**src/rtl/ks_pkg.sv**
```systemverilog
// Shared types and constants for the Kogge-Stone mantissa adder back end.
package ks_pkg;

   localparam int KS_WIDTH  = 24;
   localparam int KS_LEVELS = $clog2(KS_WIDTH);

   typedef struct packed {
      logic p;
      logic g;
   } ks_pg_t;

   typedef ks_pg_t [KS_WIDTH-1:0] ks_pg_vec_t;

endpackage

```
**src/rtl/ks_gp_cell.sv**
```systemverilog
// Kogge-Stone black cell: merges a high group (gh,ph) with the adjacent low group (gl,pl).
module ks_gp_cell (
   input  logic gh,
   input  logic ph,
   input  logic gl,
   input  logic pl,
   output logic g,
   output logic p
);

   assign g = gh | (ph & gl);
   assign p = ph & pl;

endmodule

```
**src/rtl/ks_sum_pipe.sv**
```systemverilog
// Pipelined Kogge-Stone prefix tree and sum stage, one prefix level per register stage.
// Optional two's-complement overflow output o_ovf when KS_SUM_OVF_EN is defined.
module ks_sum_pipe
   import ks_pkg::*;
#(
   parameter int WIDTH  = KS_WIDTH,
   parameter int LEVELS = $clog2(WIDTH)
) (
   input  logic             i_clk,
   input  logic             i_rst,
   input  logic             i_valid,
   output logic             o_ready,
   input  logic [WIDTH-1:0] i_pk,
   input  logic [WIDTH-1:0] i_gk,
   input  logic             i_c0,
   output logic             o_valid,
   input  logic             i_ready,
   output logic [WIDTH-1:0] o_sum,
`ifdef KS_SUM_OVF_EN
   output logic             o_ovf,
`endif
   output logic             o_cout
);

   // Per-level combinational inputs/outputs of the prefix tree.
   logic [WIDTH-1:0] g_in     [1:LEVELS];
   logic [WIDTH-1:0] p_in     [1:LEVELS];
   logic [WIDTH-1:0] g_out    [1:LEVELS];
   logic [WIDTH-1:0] p_out    [1:LEVELS];
   logic [WIDTH-1:0] lvl_pk   [1:LEVELS];
   logic             lvl_c0   [1:LEVELS];
   logic             lvl_vld  [1:LEVELS];

   // Inter-stage registers; register k holds the result of prefix level k.
   ks_pg_t [WIDTH-1:0] pg_reg [1:LEVELS-1];
   logic [WIDTH-1:0]   pk_reg [1:LEVELS-1];
   logic               c0_reg [1:LEVELS-1];
   logic               vld_reg[1:LEVELS-1];

   logic [WIDTH-1:0] sum_reg;
   logic             cout_reg;
   logic             out_vld_reg;
   logic             en;

   logic [WIDTH-1:0] fin_carry;
   logic [WIDTH-1:0] fin_sum;
   logic             fin_cout;
   logic             unused_p;

   assign en      = ~out_vld_reg | i_ready;
   assign o_ready = en;
   assign o_valid = out_vld_reg;
   assign o_sum   = sum_reg;
   assign o_cout  = cout_reg;

   genvar gi, gj;
   generate
      for (gi = 1; gi <= LEVELS; gi++) begin : g_lvl
         localparam int D = 1 << (gi - 1);

         if (gi == 1) begin : g_src
            assign lvl_pk[gi]  = i_pk;
            assign lvl_c0[gi]  = i_c0;
            assign lvl_vld[gi] = i_valid;
         end else begin : g_src
            assign lvl_pk[gi]  = pk_reg[gi-1];
            assign lvl_c0[gi]  = c0_reg[gi-1];
            assign lvl_vld[gi] = vld_reg[gi-1];
         end

         for (gj = 0; gj < WIDTH; gj++) begin : g_bit
            if (gi == 1) begin : g_in_src
               // Carry-in is folded into bit 0 generate so the tree needs no extra column.
               if (gj == 0) begin : g_fold
                  assign g_in[gi][gj] = i_gk[0] | (i_pk[0] & i_c0);
               end else begin : g_plain
                  assign g_in[gi][gj] = i_gk[gj];
               end
               assign p_in[gi][gj] = i_pk[gj];
            end else begin : g_in_src
               assign g_in[gi][gj] = pg_reg[gi-1][gj].g;
               assign p_in[gi][gj] = pg_reg[gi-1][gj].p;
            end

            if (gj >= D) begin : g_cell
               ks_gp_cell u_cell (
                  .gh (g_in[gi][gj]),
                  .ph (p_in[gi][gj]),
                  .gl (g_in[gi][gj-D]),
                  .pl (p_in[gi][gj-D]),
                  .g  (g_out[gi][gj]),
                  .p  (p_out[gi][gj])
               );
            end else begin : g_pass
               assign g_out[gi][gj] = g_in[gi][gj];
               assign p_out[gi][gj] = p_in[gi][gj];
            end
         end
      end
   endgenerate

   // Last level resolves every carry, so the sum is formed in the same cycle.
   assign fin_carry = {g_out[LEVELS][WIDTH-2:0], lvl_c0[LEVELS]};
   assign fin_sum   = lvl_pk[LEVELS] ^ fin_carry;
   assign fin_cout  = g_out[LEVELS][WIDTH-1];
   assign unused_p  = ^p_out[LEVELS];

   always_ff @(posedge i_clk) begin
      if (i_rst) begin
         for (int k = 1; k < LEVELS; k++) begin
            pg_reg[k]  <= '0;
            pk_reg[k]  <= '0;
            c0_reg[k]  <= 1'b0;
            vld_reg[k] <= 1'b0;
         end
         sum_reg     <= '0;
         cout_reg    <= 1'b0;
         out_vld_reg <= 1'b0;
      end else if (en) begin
         for (int k = 1; k < LEVELS; k++) begin
            vld_reg[k] <= lvl_vld[k];
            if (lvl_vld[k]) begin
               for (int i = 0; i < WIDTH; i++) begin
                  pg_reg[k][i].g <= g_out[k][i];
                  pg_reg[k][i].p <= p_out[k][i];
               end
               pk_reg[k] <= lvl_pk[k];
               c0_reg[k] <= lvl_c0[k];
            end
         end
         out_vld_reg <= lvl_vld[LEVELS];
         if (lvl_vld[LEVELS]) begin
            sum_reg  <= fin_sum;
            cout_reg <= fin_cout;
         end
      end
   end

`ifdef KS_SUM_OVF_EN
   logic ovf_reg;

   always_ff @(posedge i_clk) begin
      if (i_rst) begin
         ovf_reg <= 1'b0;
      end else if (en && lvl_vld[LEVELS]) begin
         ovf_reg <= fin_carry[WIDTH-1] ^ fin_cout;
      end
   end

   assign o_ovf = ovf_reg;
`endif

endmodule
```
**config.mk**
```make
export PLATFORM = sky130hd
export DESIGN_NAME = ks_sum_pipe
export DESIGN_NICKNAME = d
export VERILOG_FILES = /design/src/rtl/ks_pkg.sv /design/src/rtl/ks_gp_cell.sv /design/src/rtl/ks_sum_pipe.sv
export SDC_FILE = /design/constraint.sdc
export NUM_CORES = 1
export LEC_CHECK = 0
export ABC_CLOCK_PERIOD_IN_PS = 2800
export BUFFER_PORTS_ARGS = -buffer_cell sky130_fd_sc_hd__buf_2
export CORE_MARGIN = 2
export CORE_UTILIZATION = 35
export CTS_BUF_LIST = sky130_fd_sc_hd__clkbuf_8
export DETAILED_ROUTE_END_ITERATION = 6
export PLACE_DENSITY_LB_ADDON = 0.05
export SLEW_MARGIN = 10
export SYNTH_ARGS = -nofsm -noshare
export SYNTH_HDL_FRONTEND = slang
export SYNTH_SLANG_ARGS = --single-unit
```
**constraint.sdc**
```tcl
create_clock -name i_clk -period 2.8 [get_ports i_clk]
set_clock_uncertainty 0.15 [all_clocks]
set_input_delay 0.56 -clock i_clk [delete_from_list [all_inputs] [get_ports i_clk]]
set_output_delay 0.56 -clock i_clk [all_outputs]
set_load 0.005 [all_outputs]
```
## Word-level counts from Yosys, hierarchy flattened

Memory sizes are Yosys's and may differ from the RTL's.
Cells that the tools add are included.
W data, S select, Z words.

| storage, ports and cells | value |
|---|---|
| register bits | 26 |
| memory bits (writable) | 296 |
| bits of input ports | 53 |
| output and inout port bits | 27 |
| word-level logic and storage cells | 701 |
| memories | 4 |

| operators by class | value |
|---|---|
| multiplexer cells | 225 |
| bitwise logic cells | 468 |
| reductions and logical operators | 1 |

Memories:

| memory | depth | bits a word | rd ports | clocked after Yosys merged registers in | wr ports | line | text |
|---|---|---|---|---|---|---|---|
| pg_reg | 4 | 48 | 4 | 0 | 4 | ks_sum_pipe.sv:35 | `ks_pg_t [WIDTH-1:0] pg_reg [1:LEVELS-1];` |
| pk_reg | 4 | 24 | 4 | 0 | 4 | ks_sum_pipe.sv:36 | `logic [WIDTH-1:0] pk_reg [1:LEVELS-1];` |
| c0_reg | 4 | 1 | 4 | 0 | 4 | ks_sum_pipe.sv:37 | `logic c0_reg [1:LEVELS-1];` |
| vld_reg | 4 | 1 | 4 | 0 | 4 | ks_sum_pipe.sv:38 | `logic vld_reg[1:LEVELS-1];` |

Operator list:

| kind | number |
|---|---|
| $or A1 B1 Y1 | 295 |
| $mux W1 | 221 |
| $and A1 B1 Y1 | 171 |
| $mux W24 | 4 |
| $xor A24 B24 Y24 | 1 |
| $reduce_and A2 Y1 | 1 |
| $not A1 Y1 | 1 |

## Logic depth before layout (Yosys ltp)

Gate-level depths: netlist of run 1.

| logic depth | value |
|---|---|
| depth in word-level cells | 6 |
| mapped depth | 7 |
| mapped depth without buffers | 5 |

## Cells and area by module

Synthesis of run 1 repeated with hierarchy kept, for this count alone.

| second synthesis, totals | value |
|---|---|
| cell total of the unflattened synthesis | 910 |
| area total of the unflattened synthesis | 13315.3 um^2 |

Modules (own cells, without submodules):

| module | times used | cells an instance | area an instance (um^2) | sequential area each (um^2) |
|---|---|---|---|---|
| ks_sum_pipe | 1 | 732 | 11979.0 | 9168.8 |
| ks_gp_cell | 89 | 2 | 15.0 | 0.0 |

## Least setup slack after synthesis of run 1

OpenSTA, ideal clock, no wires.

| path | value |
|---|---|
| path type | input to register |
| start | input i_rst |
| end | register c0_reg[0][3] (netlist name) |
| library setup time | 0.422 ns |
| arrival | 2.534 ns |
| required time | 2.228 ns |
| path slack | -0.306 ns |
| cell stages on the path | 3 |
| buffers on the path | 2 |
| path through | buf_2 > clkbuf_1 > a21o_1 |

RTL lines:

| element | line | text |
|---|---|---|
| start: declaration | ks_sum_pipe.sv:10 | `input logic i_rst,` |

## Worst setup path in the final report of run 1

| path | value |
|---|---|
| start | register out_vld_reg, in the netlist o_valid |
| end | output o_ready |

| between the ends | value |
|---|---|
| word-level cells in the longest chain between the ends | 2 |

RTL lines:

| element | line | text |
|---|---|---|
| start: declaration | ks_sum_pipe.sv:42 | `logic out_vld_reg;` |
| start signal: assignment | ks_sum_pipe.sv:131 | `out_vld_reg <= lvl_vld[LEVELS];` |
| $not A1 Y1 | ks_sum_pipe.sv:50 | `assign en = ~out_vld_reg \| i_ready;` |
| $or A1 B1 Y1 | ks_sum_pipe.sv:50 |  |
| end: declaration | ks_sum_pipe.sv:12 | `output logic o_ready,` |

Every way passes these cells.

==> results.yml, run 1 <==
route:
  drt_first_iter_violations: 283
  detailedRoute.firstPassIterationCount: 4
  drc_markers: 0
  detailroute.via_count: 6260
  postRouteWirelength_mm: 24.3
  detail-route-antenna-nets: 0
  detail_route.wl_per_cell_um: 17.7
  viasPerCell: 4.56
clock_network:
  cts.hold.buffers_added: 0
  cts_htree_levels: 2
  clk_path_buf_depth: 3
  postcts_resize_cnt: 0
  clock-sinks: 292
  cts-buffers-inserted: 50
  clk_latency_ns: 0.56
  path_clk_slew_ns: 0.06
  cts-root-buf: "sky130_fd_sc_hd__clkbuf_8"
  post_cts_buffers: 0
  tritoncts: "yes"
layout:
  filler_cell_count: 3075
  area.sequential_mm2: 0.00851
  areaGrowthSynthToFinish_pct: 15.9
  antenna-diode-count: 0
  largest_register_ff_count: 162
  layout-drive-gt1-share_pct: 19.9
  finish.net_count: 948
  layout.cells.non_filler: 1373
  multi_input_combinational_cell_area_mm2: 0.00272
critical_path:
  path_cells: "nor2b_4 -> inv_4 -> buf_4 -> buf_2"
  crit_required_ns: 2.09
  critPathKind: "register to primary output"
  cp-start-kind: "register"
  path_buf_inv: 3
  endpoint_kind: "primary output"
  worstPathMaxFanout: 28
  critical-path-max-stage-delay_ns: 0.31
  cp_data_arrival_time_ns: 1.60
  timing.critical_path.slowest_stage_cell: "sky130_fd_sc_hd__buf_4"
  crit_family: "buffers and inverters"
grt:
  grt_max_degree: 70
  antenna_found_initial: 0
  first_global_vias: 6676
  grt_usage_pct: 14.7
  global_route_wire_length_before_repair_mm: 38.7
  gr-total-overflow: 0
logic_synthesis:
  synth_top_flop_cell: "sky130_fd_sc_hd__edfxtp_1"
  yosys_warnings: 0
  synth_seq_area_share_pct: 74.3
  syn-mean-instance-area_um2: 14.5
  synthesis.area_mm2: 0.0115
  yosys_register_bits: 292
  synthesis.nets: 842
  synth_cells: 789
  synth.lib_cells_used.distinct: 29
  synth_enable_flop_cells: 266
  async_flop_share_pct: 0
floorplanning:
  die-area_mm2: 0.0342
  floorplan_core_area_mm2: 0.0324
  die_width_um: 185
  initial_core_util_pct: 35.4
  floorplan.io_pins: 80
  rows: 66
  chip_height_um: 185
power:
  p_sw_mw: 2.04
  clock_power_share_pct: 38.3
  power_density_mw_per_mm2: 681
  vdd.ir_drop.worst_v: 0.000306
  power.combinational.fraction_pct: 4.8
  power.total_mw: 9.05
  p_sw_share_pct: 22.6
  power_report.internal_total_mw: 7.00
  seq_power_share_pct: 56.9
  power.leakage_nw: 5.19
flow_run:
  max_cap_viol_count: 0
timing:
  clock.fmax_mhz: 434
  whs_ns: 0.139
  min_period_over_period_pct: 82.4
  slew_headroom_pct: 29.0
  layout_min_cycle_time_ns: 2.31
  finalSetupTns_ns: 0
  worst_slack_ns: 0.493
  final-hold-violation-count: 0
  report.final.setup_viol: 0
  rsz_0062_raised_after_global_routing: "false"
  final-max-slew-violation-count: 0
  worst-slew-pin-transition_ns: 1.06
placement:
  hpwl_mm: 17.4
  place_ws_ns: 0.442
  numPortBuffers: 79
  placed_cells: 1285
  final_estimated_routing_congestion_in_global_placement: 0.703
worst_hold_path:
  worst_hold_path_type: "primary input to register"
run_status:
  status: "completed"
through the flow:
step	instance area, µm²	utilization, %
finish	13300	41.0
global route	13300	41.0
CTS	13300	41.0
detailed placement	12400	38.2
global placement	12400	38.2
floorplan	11500	-
power by group through the flow:
stage	Sequential, mW	Clock [mW]	Combinational, mW
finish	5.15	3.46	0.434
CTS	5.16	3.58	0.446
floorplan	5.18	0	0.267
global placement	5.25	0	0.437
global route	5.17	3.78	0.489
detailed placement	5.25	0	0.443
Yosys cell counts (all sizes together), types with 10 or more instances:
master,n,share of area [%]
buf,18,0.93
dfxtp,26,4.5
clkbuf,20,0.72
and2,115,6.3
edfxtp,266,70
a21oi,107,4.7
nor2b,10,0.61
inv,12,0.42
nor2,83,2.7
xnor2,17,1.3
and3,66,3.6
a211oi,18,2.0
layer usage:
metal / routed length [µm] / up-vias / track usage [%] / part of all wire (%)
li1: - / 3100 / - / -
met1: 11800 / 2979 / 21.5 / 49
met2: 10800 / 137 / 22.3 / 44
met3: 1220 / 44 / 2.79 / 5.0
met4: 465 / 0 / 4.35 / 1.9
met5: 0 / - / 0 / 0
cell usage in the layout (no fill, tap or decap):
cell type,Yosys,final
sky130_fd_sc_hd__o32ai_1,5,5
sky130_fd_sc_hd__and2_1,114,114
sky130_fd_sc_hd__dfxtp_1,26,26
sky130_fd_sc_hd__a211o_1,7,7
sky130_fd_sc_hd__a211oi_2,18,18
sky130_fd_sc_hd__buf_12,0,5
sky130_fd_sc_hd__nand3b_4,3,3
sky130_fd_sc_hd__clkbuf_8,0,53
sky130_fd_sc_hd__bufinv_16,0,1
sky130_fd_sc_hd__nor2b_4,1,1
sky130_fd_sc_hd__nand3_1,7,7
sky130_fd_sc_hd__nor2_1,83,83
sky130_fd_sc_hd__buf_4,1,8
sky130_fd_sc_hd__buf_2,10,79
sky130_fd_sc_hd__xnor2_1,17,17
sky130_fd_sc_hd__clkinv_2,0,7
sky130_fd_sc_hd__inv_1,9,21
sky130_fd_sc_hd__and2_4,1,1
sky130_fd_sc_hd__and3_1,66,66
sky130_fd_sc_hd__nand2b_1,1,1
sky130_fd_sc_hd__a21oi_1,107,107
sky130_fd_sc_hd__edfxtp_1,266,266
sky130_fd_sc_hd__o32ai_2,2,2
sky130_fd_sc_hd__inv_2,2,2
sky130_fd_sc_hd__clkinv_1,0,15
sky130_fd_sc_hd__inv_4,1,1
sky130_fd_sc_hd__a21o_2,0,4
sky130_fd_sc_hd__nand3b_1,1,1
sky130_fd_sc_hd__o21a_1,1,1
sky130_fd_sc_hd__nor2b_1,9,9
final timing paths:
check / from / end / slack [ns] / cells past startpoint
setup / recovery: o_valid / o_ready / 0.49 / 4
hold / removal: i_gk[23] / pg_reg[0][94] / 0.14 / 3
setup reg to reg: o_valid / pg_reg[0][225] / 0.81 / 5
hold reg to reg: o_sum[23] / o_sum[23] / 0.33 / 2
cell families (layout without fill, tap and decap cells):
| family | count (synthesis) | after routing | synth area share (%) |
|---|---|---|---|
| flops | 292 | 292 | 74.3 |
| simple gates | 286 | 286 | 14.2 |
| compound gates | 144 | 144 | 8.17 |
| xor+xnor | 17 | 17 | 1.30 |
| buf+inv | 50 | 192 | 2.06 |
cell type report:
class / instances / share of cell area, %
clock buffers: 53 / 5.49
clock inverters: 35 / 1.25
inverters: 12 / 0.358
multi-input cells: 447 / 20.5
flip-flops and latches: 292 / 64.1
well taps: 442 / 4.17
repair buffers: 92 / 4.18
worst register-to-register path, delay by kind of cell (launching register included):
kind                   cells  cell delay [ns]
buffers and inverters      2             0.89
and+or+nand+nor            3             0.51
DFF                        1             0.30
Note: power is estimated with default switching activity, not from simulation.
==> run 2: changes to the inputs <==
Settings changed: ABC_AREA set to 1, ABC_CLOCK_PERIOD_IN_PS 2800 to 2000.
Clock period 2.8 ns to 2 ns, I/O delays scaled along.
==> run 2 against run 1 <==
  * Count of clock-buffer cells in the layout is 3 lower
  * Register-to-register slack worse by 0.61 ns
  * Critical endpoint is now pg_reg[0][55]
  * Flip-flop and latch count is the same
  * Via count grew 9.9%
  * Sequential share of layout area shrank 4.0 points
  * Combinational power rose by 89%
  * Core utilization rose by 1.6 points
  * First-iteration DRC count shrank 7.1%
  * Largest cell class unchanged
==> results.yml, run 2 <==
logic_synthesis:
  synthesis.nets: 1089
  synthesis.area_mm2: 0.0118
  post-synth-top-area-fraction_pct: 68.0
  async_flop_share_pct: 0
  yosys_warnings: 0
  synth_top_flop_cell: "sky130_fd_sc_hd__edfxtp_1"
  synth_cells: 1036
  synth_seq_area_share_pct: 72.4
  yosys.cell_count.top_type: "sky130_fd_sc_hd__nor2_1"
  synth_enable_flop_cells: 266
  synth_top_cells_by_area: "sky130_fd_sc_hd__edfxtp_1 68%, sky130_fd_sc_hd__nor2_1 9.2%, sky130_fd_sc_hd__inv_1 5.0%"
  cell_types_with_the_highest_counts_after_synthesis: "287 x sky130_fd_sc_hd__nor2_1, 266 x sky130_fd_sc_hd__edfxtp_1, 155 x sky130_fd_sc_hd__inv_1"
  synth.lib_cells_used.distinct: 20
  syn-mean-instance-area_um2: 11.3
  yosys_register_bits: 292
  synth_area_leader_cell: "sky130_fd_sc_hd__edfxtp_1"
placement:
  hpwl_mm: 17.0
  numPortBuffers: 79
  final_estimated_routing_congestion_in_global_placement: 0.701
  placed_cells: 1566
clock_network:
  cts_htree_levels: 2
  post_cts_buffers: 0
  cts-root-buf: "sky130_fd_sc_hd__clkbuf_8"
  cts.hold.buffers_added: 22
  clock-sinks: 292
  tritoncts: "yes"
  clk_latency_ns: 0.55
  clk_path_buf_depth: 3
  cts-buffers-inserted: 50
  postcts_resize_cnt: 0
  path_clk_slew_ns: 0.06
grt:
  grt_usage_pct: 14.1
  antenna_found_initial: 0
  gr-total-overflow: 0
  grt_max_degree: 49
  global_route_wire_length_before_repair_mm: 39.4
  first_global_vias: 7104
floorplanning:
  rows: 67
  floorplan_core_area_mm2: 0.0333
  die-area_mm2: 0.0351
  chip_height_um: 187
  floorplan.io_pins: 80
  die_width_um: 187
  initial_core_util_pct: 35.3
layout:
  antenna-diode-count: 0
  filler_cell_count: 3326
  areaGrowthSynthToFinish_pct: 20.6
  final_common_cell: "sky130_fd_sc_hd__nor2_1"
  most-common-layout-cells: "287 x sky130_fd_sc_hd__nor2_1, 266 x sky130_fd_sc_hd__edfxtp_1, 174 x sky130_fd_sc_hd__inv_1"
  layout.cells.non_filler: 1680
  finish.net_count: 1245
  multi_input_combinational_cell_area_mm2: 0.00243
  layout-drive-gt1-share_pct: 16.1
  area.sequential_mm2: 0.00851
  post-route-util_pct: 42.6
  largest_register_ff_count: 162
power:
  seq_power_share_pct: 54.7
  p_sw_mw: 3.02
  power_density_mw_per_mm2: 936
  power.combinational.fraction_pct: 6.2
  vdd.ir_drop.worst_v: 0.000502
  power.leakage_nw: 5.83
  clock_power_share_pct: 39.1
  p_sw_share_pct: 22.8
  power_report.internal_total_mw: 10.2
route:
  drt_first_iter_violations: 263
  detail-route-antenna-nets: 0
  detail_route.wl_per_cell_um: 14.2
  detailedRoute.firstPassIterationCount: 5
  viasPerCell: 4.10
  drc_markers: 0
  detailroute.via_count: 6882
  postRouteWirelength_mm: 23.8
timing:
  worst-slew-pin-transition_ns: 0.328
  final-hold-violation-count: 0
  whs_ns: 0.0393
  finalSetupTns_ns: 0
  clock.fmax_mhz: 556
  report.final.setup_viol: 0
  final-max-slew-violation-count: 0
  min_period_over_period_pct: 89.9
  rsz_0062_raised_after_global_routing: "false"
  slew_headroom_pct: 78.1
  layout_min_cycle_time_ns: 1.80
critical_path:
  worstPathMaxFanout: 12
  endpoint_kind: "register"
  cp_data_arrival_time_ns: 1.89
  cp-start-kind: "register"
  critPathKind: "register to register"
  crit_required_ns: 2.10
  startpoint: "o_valid"
  reg2reg_from: "o_valid"
run_status:
  status: "completed"
worst_hold_path:
  worstHoldStart: "i_pk[20]"
  worst_hold_path_type: "primary input to register"
flow_run:
  max_cap_viol_count: 0
[run 2: cell count changes in the layout (fill, tap and decap cells not counted), moves of 66 or more]
cell | before | now
sky130_fd_sc_hd__nor2_1 | 83 | 287
sky130_fd_sc_hd__inv_1 | 21 | 174
sky130_fd_sc_hd__and2_1 | 114 | 1
sky130_fd_sc_hd__nand2_1 | 0 | 112
sky130_fd_sc_hd__and3_1 | 66 | 0
[run 2: path summary, 6_finish.rpt]
check / end / slack [ns] / cells past startpoint
worst min register to register: o_cout / 0.35 / 2
worst max register to register: pg_reg[0][55] / 0.20 / 4
worst max-delay path: pg_reg[0][55] / 0.20 / 4
worst min-delay path: pg_reg[0][88] / 0.04 / 3
[run 2: final cells by class]
type	count	area share (%)
multi-input cells	548	17.1
repair buffers	140	7.65
well taps	448	3.96
clock inverters	42	2.00
inverters	160	4.35
flip-flops and latches	292	60.0
clock buffers	50	4.86
[run 2: stage by stage]
stage / total power, mW / area (µm²) / worst slack [ns]
after floorplan: 7.79 / 11800 / -0.479
after global placement: 8.19 / 13000 / 0.0132
after detailed placement: 8.19 / 13000 / 0.000805
after CTS: 13.5 / 14200 / 0.149
after global routing: 13.9 / 14200 / 0.132
final: 13.3 / 14200 / 0.202
[run 2: critical path, cell delays in order, from the launching register on]
cell and delay (ns):
sky130_fd_sc_hd__dfxtp_1 0.37, sky130_fd_sc_hd__nand2_8 0.12, sky130_fd_sc_hd__clkinvlp_4 0.23, sky130_fd_sc_hd__o21ai_4 0.35, sky130_fd_sc_hd__buf_4 0.27
[run 2: logic make-up (layout without fill, tap and decap cells)]
| kind of cell | count (synthesis) | after routing | synth area share, % |
|---|---|---|---|
| AO/OA/AOI/OAI | 95 | 95 | 4.07 |
| AND/OR/NAND/NOR | 436 | 436 | 14.9 |
| buffers and inverters | 196 | 392 | 7.37 |
| XOR/XNOR | 17 | 17 | 1.27 |
| flip-flops | 292 | 292 | 72.4 |
[run 2: power by group through the flow]
stage,logic [mW],clock network (mW),registers (mW)
finish,0.820,5.19,7.26
floorplan,0.478,0,7.31
detailed placement,0.798,0,7.40
global placement,0.796,0,7.40
global route,0.935,5.69,7.30
CTS,0.839,5.40,7.27
[run 2: layer usage]
metal  vias to the layer above  GRT usage [%]  share of wire, %
li1                       3702              -                 -
met2                       138           20.3                42
met3                        42           2.72               4.2
met4                         0           4.95               2.4
met5                         -              0                 0
met1                      3000           21.1                52
